==> config.mk <==
export PLATFORM = sky130hd
export DESIGN_NAME = id_ex_stage
export DESIGN_NICKNAME = d
export VERILOG_FILES = /design/src/rtl/id_ex_stage.sv
export SDC_FILE = /design/constraint.sdc
export NUM_CORES = 1
export LEC_CHECK = 0
export ABC_AREA = 1
export BUFFER_PORTS_ARGS = -buffer_cell sky130_fd_sc_hd__buf_2
export CAP_MARGIN = 20
export CORE_AREA = 2 2 114 116
export CTS_CLUSTER_SIZE = 10
export DETAILED_ROUTE_END_ITERATION = 10
export DIE_AREA = 0 0 116 118
export GPL_ROUTABILITY_DRIVEN = 1
export PLACE_DENSITY = 0.84
export SYNTH_ARGS = -nofsm -noshare
export SYNTH_HDL_FRONTEND = slang
export SYNTH_SLANG_ARGS = --single-unit
==> constraint.sdc <==
create_clock -name clk -period 3.2 [get_ports clk]
set_input_delay 0.64 -clock clk [delete_from_list [all_inputs] [get_ports clk]]
set_output_delay 0.64 -clock clk [all_outputs]
set_load 0.01 [all_outputs]
==> src/rtl/id_ex_stage.sv <==
// id_ex_stage
//   Decode -> execute pipeline register. Registers the execute opcode,
//   resolved operands and pass-through fields, and qualifies them with
//   aluEnable. Resolves read-after-write hazards (forwarding or stalling),
//   holds on a downstream stall, clears on flush, and counts stall cycles.
//
//   Build option: define ID_EX_FORWARD_EN to forward from EX/MEM and stall
//   only on load-use. Left undefined, no forwarding is done and any RAW
//   dependency on EX or MEM stalls until the writer has left MEM.
//
// Ports
//   clk, rst                     clock, synchronous active-high reset
//   idValid / idReady            decode handshake (idReady combinational)
//   idOp, idSrcl*/idSrcr*        opcode and source operands/indices
//   idDestReg, idWriteReg        destination and write flag
//   idIsLoad                     instruction is a load
//   flush                        kill registered and incoming instruction
//   memStall                     downstream hold
//   exResult                     ALU result of the instruction at the outputs
//   memWriteReg/DestReg/Result   MEM-stage writer
//   aluEnable, ex*               registered execute-stage outputs
//   stallCount                   cycles with idValid && !idReady
module id_ex_stage #(
  parameter int REG_ADDR_W = 5,
  parameter int OP_W       = 8
) (
  input  logic                  clk,
  input  logic                  rst,
  input  logic                  idValid,
  output logic                  idReady,
  input  logic [OP_W-1:0]       idOp,
  input  logic [31:0]           idSrclVal,
  input  logic [31:0]           idSrcrVal,
  input  logic [REG_ADDR_W-1:0] idSrclReg,
  input  logic [REG_ADDR_W-1:0] idSrcrReg,
  input  logic                  idSrclIsReg,
  input  logic                  idSrcrIsReg,
  input  logic [REG_ADDR_W-1:0] idDestReg,
  input  logic                  idWriteReg,
  input  logic                  idIsLoad,
  input  logic                  flush,
  input  logic                  memStall,
  input  logic [31:0]           exResult,
  input  logic                  memWriteReg,
  input  logic [REG_ADDR_W-1:0] memDestReg,
  input  logic [31:0]           memResult,
  output logic                  aluEnable,
  output logic [OP_W-1:0]       exOp,
  output logic [31:0]           exSrcl,
  output logic [31:0]           exSrcr,
  output logic [REG_ADDR_W-1:0] exDestReg,
  output logic                  exWriteReg,
  output logic                  exIsLoad,
  output logic [31:0]           stallCount
);

  logic        match_ex_l;
  logic        match_ex_r;
  logic        match_mem_l;
  logic        match_mem_r;
  logic        hazard;
  logic        accept;
  logic [31:0] srcl_sel;
  logic [31:0] srcr_sel;

  // Register 0 is hard-wired and never participates in a dependency.
  always_comb begin
    match_ex_l  = idSrclIsReg && exWriteReg && (exDestReg == idSrclReg) &&
                  (idSrclReg != '0);
    match_ex_r  = idSrcrIsReg && exWriteReg && (exDestReg == idSrcrReg) &&
                  (idSrcrReg != '0);
    match_mem_l = idSrclIsReg && memWriteReg && (memDestReg == idSrclReg) &&
                  (idSrclReg != '0);
    match_mem_r = idSrcrIsReg && memWriteReg && (memDestReg == idSrcrReg) &&
                  (idSrcrReg != '0);
`ifdef ID_EX_FORWARD_EN
    // Only a load in EX cannot forward: its data is not available yet.
    hazard   = aluEnable && exIsLoad && (match_ex_l || match_ex_r);
    srcl_sel = match_ex_l ? exResult : (match_mem_l ? memResult : idSrclVal);
    srcr_sel = match_ex_r ? exResult : (match_mem_r ? memResult : idSrcrVal);
`else
    // Regfile is write-first, so once the writer leaves MEM the read is valid.
    hazard   = match_ex_l || match_ex_r || match_mem_l || match_mem_r;
    srcl_sel = idSrclVal;
    srcr_sel = idSrcrVal;
`endif
  end

`ifndef ID_EX_FORWARD_EN
  // Result buses are only needed when forwarding.
  logic unused_fwd_data;
  assign unused_fwd_data = ^{exResult, memResult};
`endif

  assign idReady = !rst && !flush && !memStall && !hazard;
  assign accept  = idValid && idReady;

  // accept already excludes flush/memStall/hazard; anything else that is not
  // a hold (memStall without flush) loads a bubble.
  always_ff @(posedge clk) begin
    if (rst) begin
      aluEnable  <= 1'b0;
      exOp       <= '0;
      exSrcl     <= '0;
      exSrcr     <= '0;
      exDestReg  <= '0;
      exWriteReg <= 1'b0;
      exIsLoad   <= 1'b0;
      stallCount <= '0;
    end else begin
      if (idValid && !idReady) begin
        stallCount <= stallCount + 32'd1;
      end
      if (accept) begin
        aluEnable  <= 1'b1;
        exOp       <= idOp;
        exSrcl     <= srcl_sel;
        exSrcr     <= srcr_sel;
        exDestReg  <= idDestReg;
        exWriteReg <= idWriteReg;
        exIsLoad   <= idIsLoad;
      end else if (flush || !memStall) begin
        aluEnable  <= 1'b0;
        exOp       <= '0;
        exSrcl     <= '0;
        exSrcr     <= '0;
        exDestReg  <= '0;
        exWriteReg <= 1'b0;
        exIsLoad   <= 1'b0;
      end
    end
  end

endmodule

==> results.yml, run 1 <==
run_status:
  status: "complete, no violations"
clock_network:
  cts_sinks: 112
  cts-htree-levels: 3
  path_clk_slew_ns: 0.08
  post_cts_buffers: 0
  holdBufCountCts: 0
  root_buffer: "clkbuf_16"
  cts_buffers: 9
  cts_tree: "done"
  cts_buffer_depth: 2
  ctsResizeCount: 0
  clock_latency_ns: 0.36
hold_path:
  holdPathEnd: "exSrcl[19]"
  hp-start: "exSrcl[19]"
  hold_depth: 2
  worstHoldPathType: "reg -> reg"
route:
  vias: 6089
  remaining_drc_errors: 0
  wl_um: 16400
  ant_nets: 0
  drtIter0Drc: 430
  avgViaCountPerCell: 5.27
  wire_per_inst_um: 14.2
  firstDrtPassIters: 5
setup_path:
  worstPathMaxFanout: 5
  path_class: "reg -> out"
  start_kind: "flop"
  critPathArrivalTime_ns: 1.73
  r2r-start: "stallCount[0]"
  rr_worst_depth: 8
  rr_endpoint: "stallCount[10]"
  required_ns: 2.56
  endpoint_kind: "output port"
  rrSetupSlack_ns: 1.23
grt:
  overflow: 0
  grt_pass1_vias: 5623
  grt_usage_pct: 24.2
  grt_max_degree: 80
  grt_pass1_wl_um: 26800
  antenna_found_initial: 1
sta:
  fin_hold_ws_ns: 0.463
  rsz0062_at_grt: "false"
  worst_slack_ns: 0.831
  finalClockSkew_ns: 0.00807
  finalMaxSlewViolations: 0
  worst_pin_slew_ns: 0.820
  tns_ns: 0
  max_freq_mhz: 422
  final.min_clock_period_ns: 2.37
  slew_headroom_pct: 45.3
  finalHoldViolCount: 0
  min_period_over_period_pct: 74.0
  setup_viol: 0
placed_design:
  gp_congestion: 0.939
  numPortBuffers: 214
  placedCellCount: 1139
  place_area_um2: 6610
  dp_hpwl_um: 11400
  dp_slack_ns: 0.850
layout:
  stdcell_count: 1155
  final_nets: 1145
  num_antenna_cells: 0
  fillCellCount: 1225
  fin_area_um2: 6930
  drive_gt1_share_pct: 25.9
  syn2layout_area_growth_pct: 26.8
  fin_util_pct: 55.9
synthesis:
  synth_commonest_cells: "nand2_1, dfxtp_1, a21oi_1"
  synth_area_leader_cell: "dfxtp_1"
  yosys_warnings: 0
  syn-cell-area_um2: 5470
  synth_edf_count: 0
  ys_seq_elements: 112
  synth_most_common_cell: "nand2_1"
  avgSynthCellArea_um2: 6.84
  netlist_top_cells_area: "dfxtp_1, nand2_1, a21oi_1"
  netlist_instances: 799
  synthArstFlopShare_pct: 0
  yosysSeqAreaShare_pct: 41.0
  synth_flop_cell: "dfxtp_1"
  syn-num-nets: 966
  synth_top_area_share_pct: 41.0
  synth_cell_type_count: 24
die:
  die_h_um: 118
  ioPinCount: 279
  die_w_um: 116
  coreArea_um2: 12400
  start_util_pct: 44.1
  dieArea_um2: 13700
  num_rows: 41
flow_run:
  maxCapViolations: 0
power:
  leakage_nw: 2.99
  peakVddDrop_mv: 0.484
  power_mw: 2.89
  p_per_area_nw_per_um2: 417
[layout by cell type, fill, tap and decap left out]
cell	instances
a21oi_1	110
a21oi_4	1
buf_12	2
buf_2	212
buf_4	9
bufinv_16	1
clkbuf_16	9
clkinv_8	2
dfxtp_1	112
ha_1	1
inv_1	39
inv_2	4
inv_6	3
inv_8	1
nand2_1	242
nand2_2	3
nand3_1	45
nand3_2	3
nand3b_1	7
nand4_1	81
nor2_1	56
nor2_2	2
nor2_4	1
nor3_1	13
nor3_2	2
o21ai_1	3
xnor2_1	4
xor2_1	15
[worst max path at each step]
stage	startpoint	endpoint	slack, ns	cells after the start
6_report	exDestReg[2]	idReady	0.83	10
5_1_grt	exDestReg[2]	idReady	0.65	10
3_5_place_dp	idSrcrReg[4]	exOp[2]	0.85	11
4_1_cts	exDestReg[2]	idReady	0.83	10
2_1_floorplan	idSrclReg[1]	idReady	1.20	9
3_3_place_gp	idSrclReg[2]	stallCount[1]	0.86	9
[kinds of logic (layout without fill, tap and decap cells)]
| family | count (synthesis) | after routing | synth area share, % |
|---|---|---|---|
| AND/OR/NAND/NOR | 455 | 455 | 37.5 |
| buffers and inverters | 98 | 282 | 7.55 |
| AO/OA/AOI/OAI | 114 | 114 | 10.6 |
| flip-flops | 112 | 112 | 41.0 |
| XOR/XNOR | 19 | 19 | 3.04 |
| adder cells (fa/ha/maj) | 1 | 1 | 0.229 |
[report_power, final]
part | switching, mW | internal, mW | leakage, nW
Combinational | 0.164 | 0.0931 | 1.93
Sequential | 0.0111 | 1.41 | 0.904
Clock | 0.581 | 0.636 | 0.158
Total | 0.756 | 2.14 | 2.99
[state kept, by name (all words and copies together) (netlist names)]
register	cells
aluEnable	1
exSrcr	32
exIsLoad	1
exOp	8
exDestReg	5
exWriteReg	1
stallCount	32
exSrcl	32
[worst max-delay path: stages (launching register included)]
cell     delay [ns]
dfxtp_1        0.42
inv_1          0.08
nand2_1        0.06
nand2_1        0.05
nor2_1         0.13
nand3_1        0.10
nand2_1        0.14
nand2_1        0.08
nand3_2        0.12
inv_1          0.07
buf_2          0.15
[layer usage]
layer / wire length (um) / vias to the layer above / global-route usage, %
met5: 9 / - / 0
met4: 363 / 2 / 8.71
met3: 1330 / 33 / 7.93
met2: 7740 / 223 / 38.6
met1: 6990 / 2800 / 30.2
li1: - / 3031 / -
[final cells by class]
type,count,area (um^2),share of cell area (%)
Clock buffer,9,225,3.25
Clock inverter,7,100,1.44
Inverter,43,161,2.33
Multi-Input combinational cell,589,2820,40.7
Sequential cell,112,2240,32.3
Tap cell,172,215,3.10
Timing Repair Buffer,223,1170,16.9
(Power assumes the default switching activity.)
==> run 2, diff against run 1 <==
- ABC_AREA: 1 -> 0
- CORE_AREA: 2 2 114 116 -> 2 2 109 111
- DIE_AREA: 0 0 116 118 -> 0 0 111 113
- PLACE_DENSITY: 0.84 -> 0.82
- clock period: 3.2 -> 2.25 ns (I/O delays scaled with it)
==> results.yml, run 2 <==
synthesis:
  netlist_instances: 439
  synth_commonest_cells: "dfxtp_1, a22o_1, a21oi_1, xnor2_1, clkbuf_1"
  avgSynthCellArea_um2: 10.4
  synth_top_area_share_pct: 49.2
  netlist_top_cells_area: "dfxtp_1, a22o_1, xnor2_1"
  yosysSeqAreaShare_pct: 49.2
  syn-num-nets: 606
  yosys_warnings: 0
  synth_cell_type_count: 42
  syn-cell-area_um2: 4550
  synth_most_common_cell: "dfxtp_1"
  ys_seq_elements: 112
  synth_edf_count: 0
  synth_flop_cell: "dfxtp_1"
  synthArstFlopShare_pct: 0
  synth_area_leader_cell: "dfxtp_1"
grt:
  grt_max_degree: 80
  grt_pass1_vias: 4231
  antenna_found_initial: 2
  overflow: 0
  grt_pass1_wl_um: 20800
  grt_usage_pct: 20.2
hold_path:
  worstHoldPathType: "in -> reg"
die:
  start_util_pct: 40.4
  dieArea_um2: 12500
  num_rows: 39
  coreArea_um2: 11300
  die_w_um: 111
  ioPinCount: 279
  die_h_um: 113
sta:
  finalMaxSlewViolations: 0
  min_period_over_period_pct: 101
  worst_pin_slew_ns: 0.493
  max_freq_mhz: 439
  finalClockSkew_ns: 0.00676
  worst_slack_ns: -0.0304
  slew_headroom_pct: 67.1
  fin_hold_ws_ns: 0.318
  rsz0062_at_grt: "true"
  final.min_clock_period_ns: 2.28
  setup_viol: 1
  finalHoldViolCount: 0
layout:
  layout_common_cells: "buf_2, dfxtp_1, a22o_1"
  syn2layout_area_growth_pct: 39.7
  reg_top3: "exSrcl (32), exSrcr (32), stallCount (32)"
  final_nets: 823
  layout_commonest_cell: "buf_2"
  fin_area_um2: 6360
  fin_util_pct: 56.4
  drive_gt1_share_pct: 45.2
setup_path:
  endpoint_kind: "output port"
  cp_slowest_cell: "or4_4"
  rrSetupSlack_ns: 0.05
  path_class: "in -> out"
  required_ns: 1.80
  critPathMaxStageDelay_ns: 0.51
  start_kind: "primary input"
  critPathArrivalTime_ns: 1.83
  worstPathMaxFanout: 3
  path_cells: "buf_8, or4_4, o21a_1, a221o_2, clkinv_4, buf_6"
clock_network:
  root_buffer: "clkbuf_16"
  path_clk_slew_ns: 0.08
  cts_sinks: 112
  cts_tree: "done"
  holdBufCountCts: 0
  cts_buffer_depth: 2
  clock_latency_ns: 0.34
  cts-htree-levels: 3
  cts_buffers: 9
power:
  leakage_nw: 2.93
  p_clk_share_pct: 40.5
  swShare_pct: 23.4
  p_int_mw: 3.07
  p_sw_uw: 941
  seqPwrFrac_pct: 50.6
  pwr-share-comb_pct: 8.9
  peakVddDrop_mv: 0.366
  p_per_area_nw_per_um2: 631
route:
  avgViaCountPerCell: 5.37
  vias: 4332
  firstDrtPassIters: 4
  remaining_drc_errors: 0
  drtIter0Drc: 332
  wire_per_inst_um: 16.1
  wl_um: 13000
  ant_nets: 0
placed_design:
  gp_congestion: 0.902
  dp_hpwl_um: 9250
  place_area_um2: 5810
  numPortBuffers: 214
flow_run:
  maxCapViolations: 0
run_status:
  violations: "negative setup slack"
  status: "complete, but fails checks"
-- run 2: cell count changes in the layout (fill, tap and decap cells not counted), moves of 11 or more --
cell / delta
a22o_1: +79
a21oi_1: -93
o31ai_1: +11
inv_1: -33
nor2_1: -38
xor2_1: -15
nand2_1: -231
nand3_1: -31
nand4_1: -68
buf_4: +15
nor2b_1: +13
-- run 2: cell type report --
cell class              count  area (um^2)
repair buffers            242         1370
clock inverters             6         75.1
fillers                   945         4910
multi-input cells         283         2210
clock buffers              10          229
flip-flops and latches    112         2260
diodes                      2         5.00
inverters                   8         35.0
well taps                 143          179
-- run 2: per-layer routing --
layer / global-route usage [%] / part of all wire (%) / vias up
met3: 5.30 / 6.9 / 25
met5: 0 / 0 / -
met2: 34.2 / 50 / 176
met1: 24.3 / 41 / 2034
met4: 9.25 / 2.5 / 0
li1: - / - / 2097
-- run 2: repair_timing --
item                                    in CTS  in global routing
gates cloned                                 0                  0
buffers inserted                             4                  5
pin swaps                                    3                 20
resized for setup                           13                 29
hold endpoints to repair                     0                  0
endpoints found under the setup margin       1                 35
-- run 2: worst paths after layout --
path | from | end | cells after the start
worst min register to register | exOp[3] | exOp[3] | 1
worst min-delay path | idSrclVal[27] | exSrcl[27] | 2
worst max-delay path | idSrclReg[3] | idReady | 6
worst max register to register | exDestReg[2] | stallCount[10] | 8
-- run 2: logic make-up (layout without fill, tap and decap cells) --
group / count (synthesis) / after routing / synth area share, %
multiplexers: 13 / 13 / 3.79
buffers and inverters: 44 / 266 / 4.75
XOR/XNOR: 20 / 20 / 3.85
AO/OA/AOI/OAI: 130 / 130 / 22.9
AND/OR/NAND/NOR: 119 / 119 / 15.1
flip-flops: 112 / 112 / 49.2
other: 0 / 2 / 0
adder cells (fa/ha/maj): 1 / 1 / 0.275
-- run 2: per-stage QoR --
stage | cells | TNS [ns] | power [mW] | setup WS [ns]
floorplan | 439 | -0.0756 | 2.23 | -0.0686
global placement | 780 | -12.09 | 2.39 | -0.203
detailed placement | 780 | -14.33 | 2.40 | -0.234
CTS | 800 | -0.0861 | 4.03 | -0.0709
global route | 806 | -0.122 | 4.18 | -0.0653
finish | 806 | -0.0304 | 4.02 | -0.0304
-- run 2: critical path, delay by kind of cell --
family                 cells  cell delay [ns]
AOI/OAI and AO/OA          2             0.60
and+or+nand+nor            1             0.51
buffers and inverters      3             0.27
-- run 2: power by group through the flow --
stage / Clock (mW) / Combinational, mW / Sequential (mW)
global placement: 0 / 0.315 / 2.08
detailed placement: 0 / 0.324 / 2.08
global route: 1.75 / 0.388 / 2.03
floorplan: 0 / 0.137 / 2.09
CTS: 1.66 / 0.339 / 2.03
finish: 1.63 / 0.357 / 2.03
==> run 3, diff against run 2 <==
- MAX_ROUTING_LAYER: not set -> met4
==> results.yml, run 3 (synthesized netlist as in run 2, its figures left out) <==
run_status:
  violations: "negative setup slack"
  status: "complete, but fails checks"
clock_network:
  cts_buffer_depth: 2
  holdBufCountCts: 0
  path_clk_slew_ns: 0.08
  clock_latency_ns: 0.34
  cts_buffers: 9
  root_buffer: "clkbuf_16"
  cts-htree-levels: 3
  cts_sinks: 112
  cts_tree: "done"
sta:
  min_period_over_period_pct: 102
  fin_hold_ws_ns: 0.314
  max_freq_mhz: 436
  finalMaxSlewViolations: 0
  setup_viol: 1
  rsz0062_at_grt: "true"
  worst_slack_ns: -0.0431
  finalClockSkew_ns: 0.00723
  worst_pin_slew_ns: 0.490
  final.min_clock_period_ns: 2.29
  slew_headroom_pct: 67.4
  finalHoldViolCount: 0
power:
  peakVddDrop_mv: 0.335
  leakage_nw: 2.88
  power_mw: 3.97
  p_per_area_nw_per_um2: 635
setup_path:
  worstPathMaxFanout: 2
  required_ns: 1.80
  start_kind: "primary input"
  r2r-start: "exDestReg[4]"
  critPathArrivalTime_ns: 1.84
  crit_start: "idSrclReg[3]"
  path_class: "in -> out"
  endpoint_kind: "output port"
grt:
  grt_pass1_wl_um: 21000
  grt_pass1_vias: 4141
  grt_max_degree: 80
  antenna_found_initial: 1
  grt_usage_pct: 21.2
  overflow: 0
die:
  start_util_pct: 40.4
  dieArea_um2: 12500
  num_rows: 39
  coreArea_um2: 11300
  die_w_um: 111
  die_h_um: 113
  ioPinCount: 279
layout:
  reg_top3: "exSrcl (32), exSrcr (32), stallCount (32)"
  final_nets: 823
  layout_common_cells: "buf_2, dfxtp_1, a22o_1"
  layout_commonest_cell: "buf_2"
  drive_gt1_share_pct: 43.3
  fillCellCount: 962
  syn2layout_area_growth_pct: 37.3
placed_design:
  numPortBuffers: 214
  gp_congestion: 0.884
  dp_hpwl_um: 9520
  dp_slack_ns: -0.240
route:
  ant_nets: 0
  remaining_drc_errors: 0
  avgViaCountPerCell: 5.41
  wire_per_inst_um: 16.5
  vias: 4352
  firstDrtPassIters: 4
  drtIter0Drc: 394
  wl_um: 13300
flow_run:
  maxCapViolations: 0
hold_path:
  worstHoldPathType: "in -> reg"
  hp-start: "idSrclVal[13]"
run 3: cell types whose count changed in the layout (fill, tap and decap cells not counted), sizes merged:
| cell | delta |
|---|---|
| clkbuf | -1 |
| clkinv | +2 |
| clkinvlp | -1 |
| diode | -1 |
| inv | -1 |
run 3: through the flow:
| step | cells | util, % | cell area (um^2) | setup TNS, ns |
|---|---|---|---|---|
| 6_report | 804 | 55.5 | 6250 | -0.0431 |
| 2_1_floorplan | 439 | - | 4560 | -0.0756 |
| 5_1_grt | 804 | 55.5 | 6250 | -0.0767 |
| 3_3_place_gp | 779 | 51.5 | 5810 | -12.34 |
| 3_5_place_dp | 779 | 51.5 | 5810 | -14.69 |
| 4_1_cts | 802 | 54.9 | 6190 | -0.0528 |
run 3: area by class of cell:
class | count | area (um^2) | area share [%]
Clock inverter | 6 | 68.8 | 1.10
Inverter | 8 | 35.0 | 0.560
Multi-Input combinational cell | 283 | 2140 | 34.2
Tap cell | 143 | 179 | 2.86
Timing Repair Buffer | 242 | 1350 | 21.7
Sequential cell | 112 | 2250 | 36.0
Clock buffer | 9 | 225 | 3.60
Antenna cell | 1 | 2.50 | 0.0400
run 3: path summary, 6_finish.rpt:
path	endpoint	slack, ns	cells after the start
hold reg to reg	exSrcl[25]	0.47	1
setup / recovery	idReady	-0.04	6
hold / removal	exSrcl[13]	0.31	2
setup reg to reg	stallCount[10]	0.08	8
run 3: layer usage:
metal  track usage [%]  part of all wire [%]  routed length [um]  up-vias
li1                  -                     -                   -     2097
met1              25.3                    41                5520     2046
met2              35.1                    50                6680      184
met3              4.50                   6.2                 831       25
met4              8.92                   2.0                 267        0
met5                 -                     0                   0        -
run 3: report_power, final:
group / internal (mW) / switching [mW]
combinational: 0.174 / 0.171
sequential: 2.01 / 0.0217
clock: 0.868 / 0.723
run 3: critical path, cell delays in order:
cell,delay (ns)
buf_8,0.09
or4_1,0.51
o21a_1,0.20
a221o_2,0.41
clkinv_4,0.08
buf_6,0.09
run 3: timing repair:
action	CTS	global route
resized for setup	10	11
setup buffers	8	1
endpoints found under the setup margin	1	56
hold endpoints to repair	0	0
pin swaps	3	3
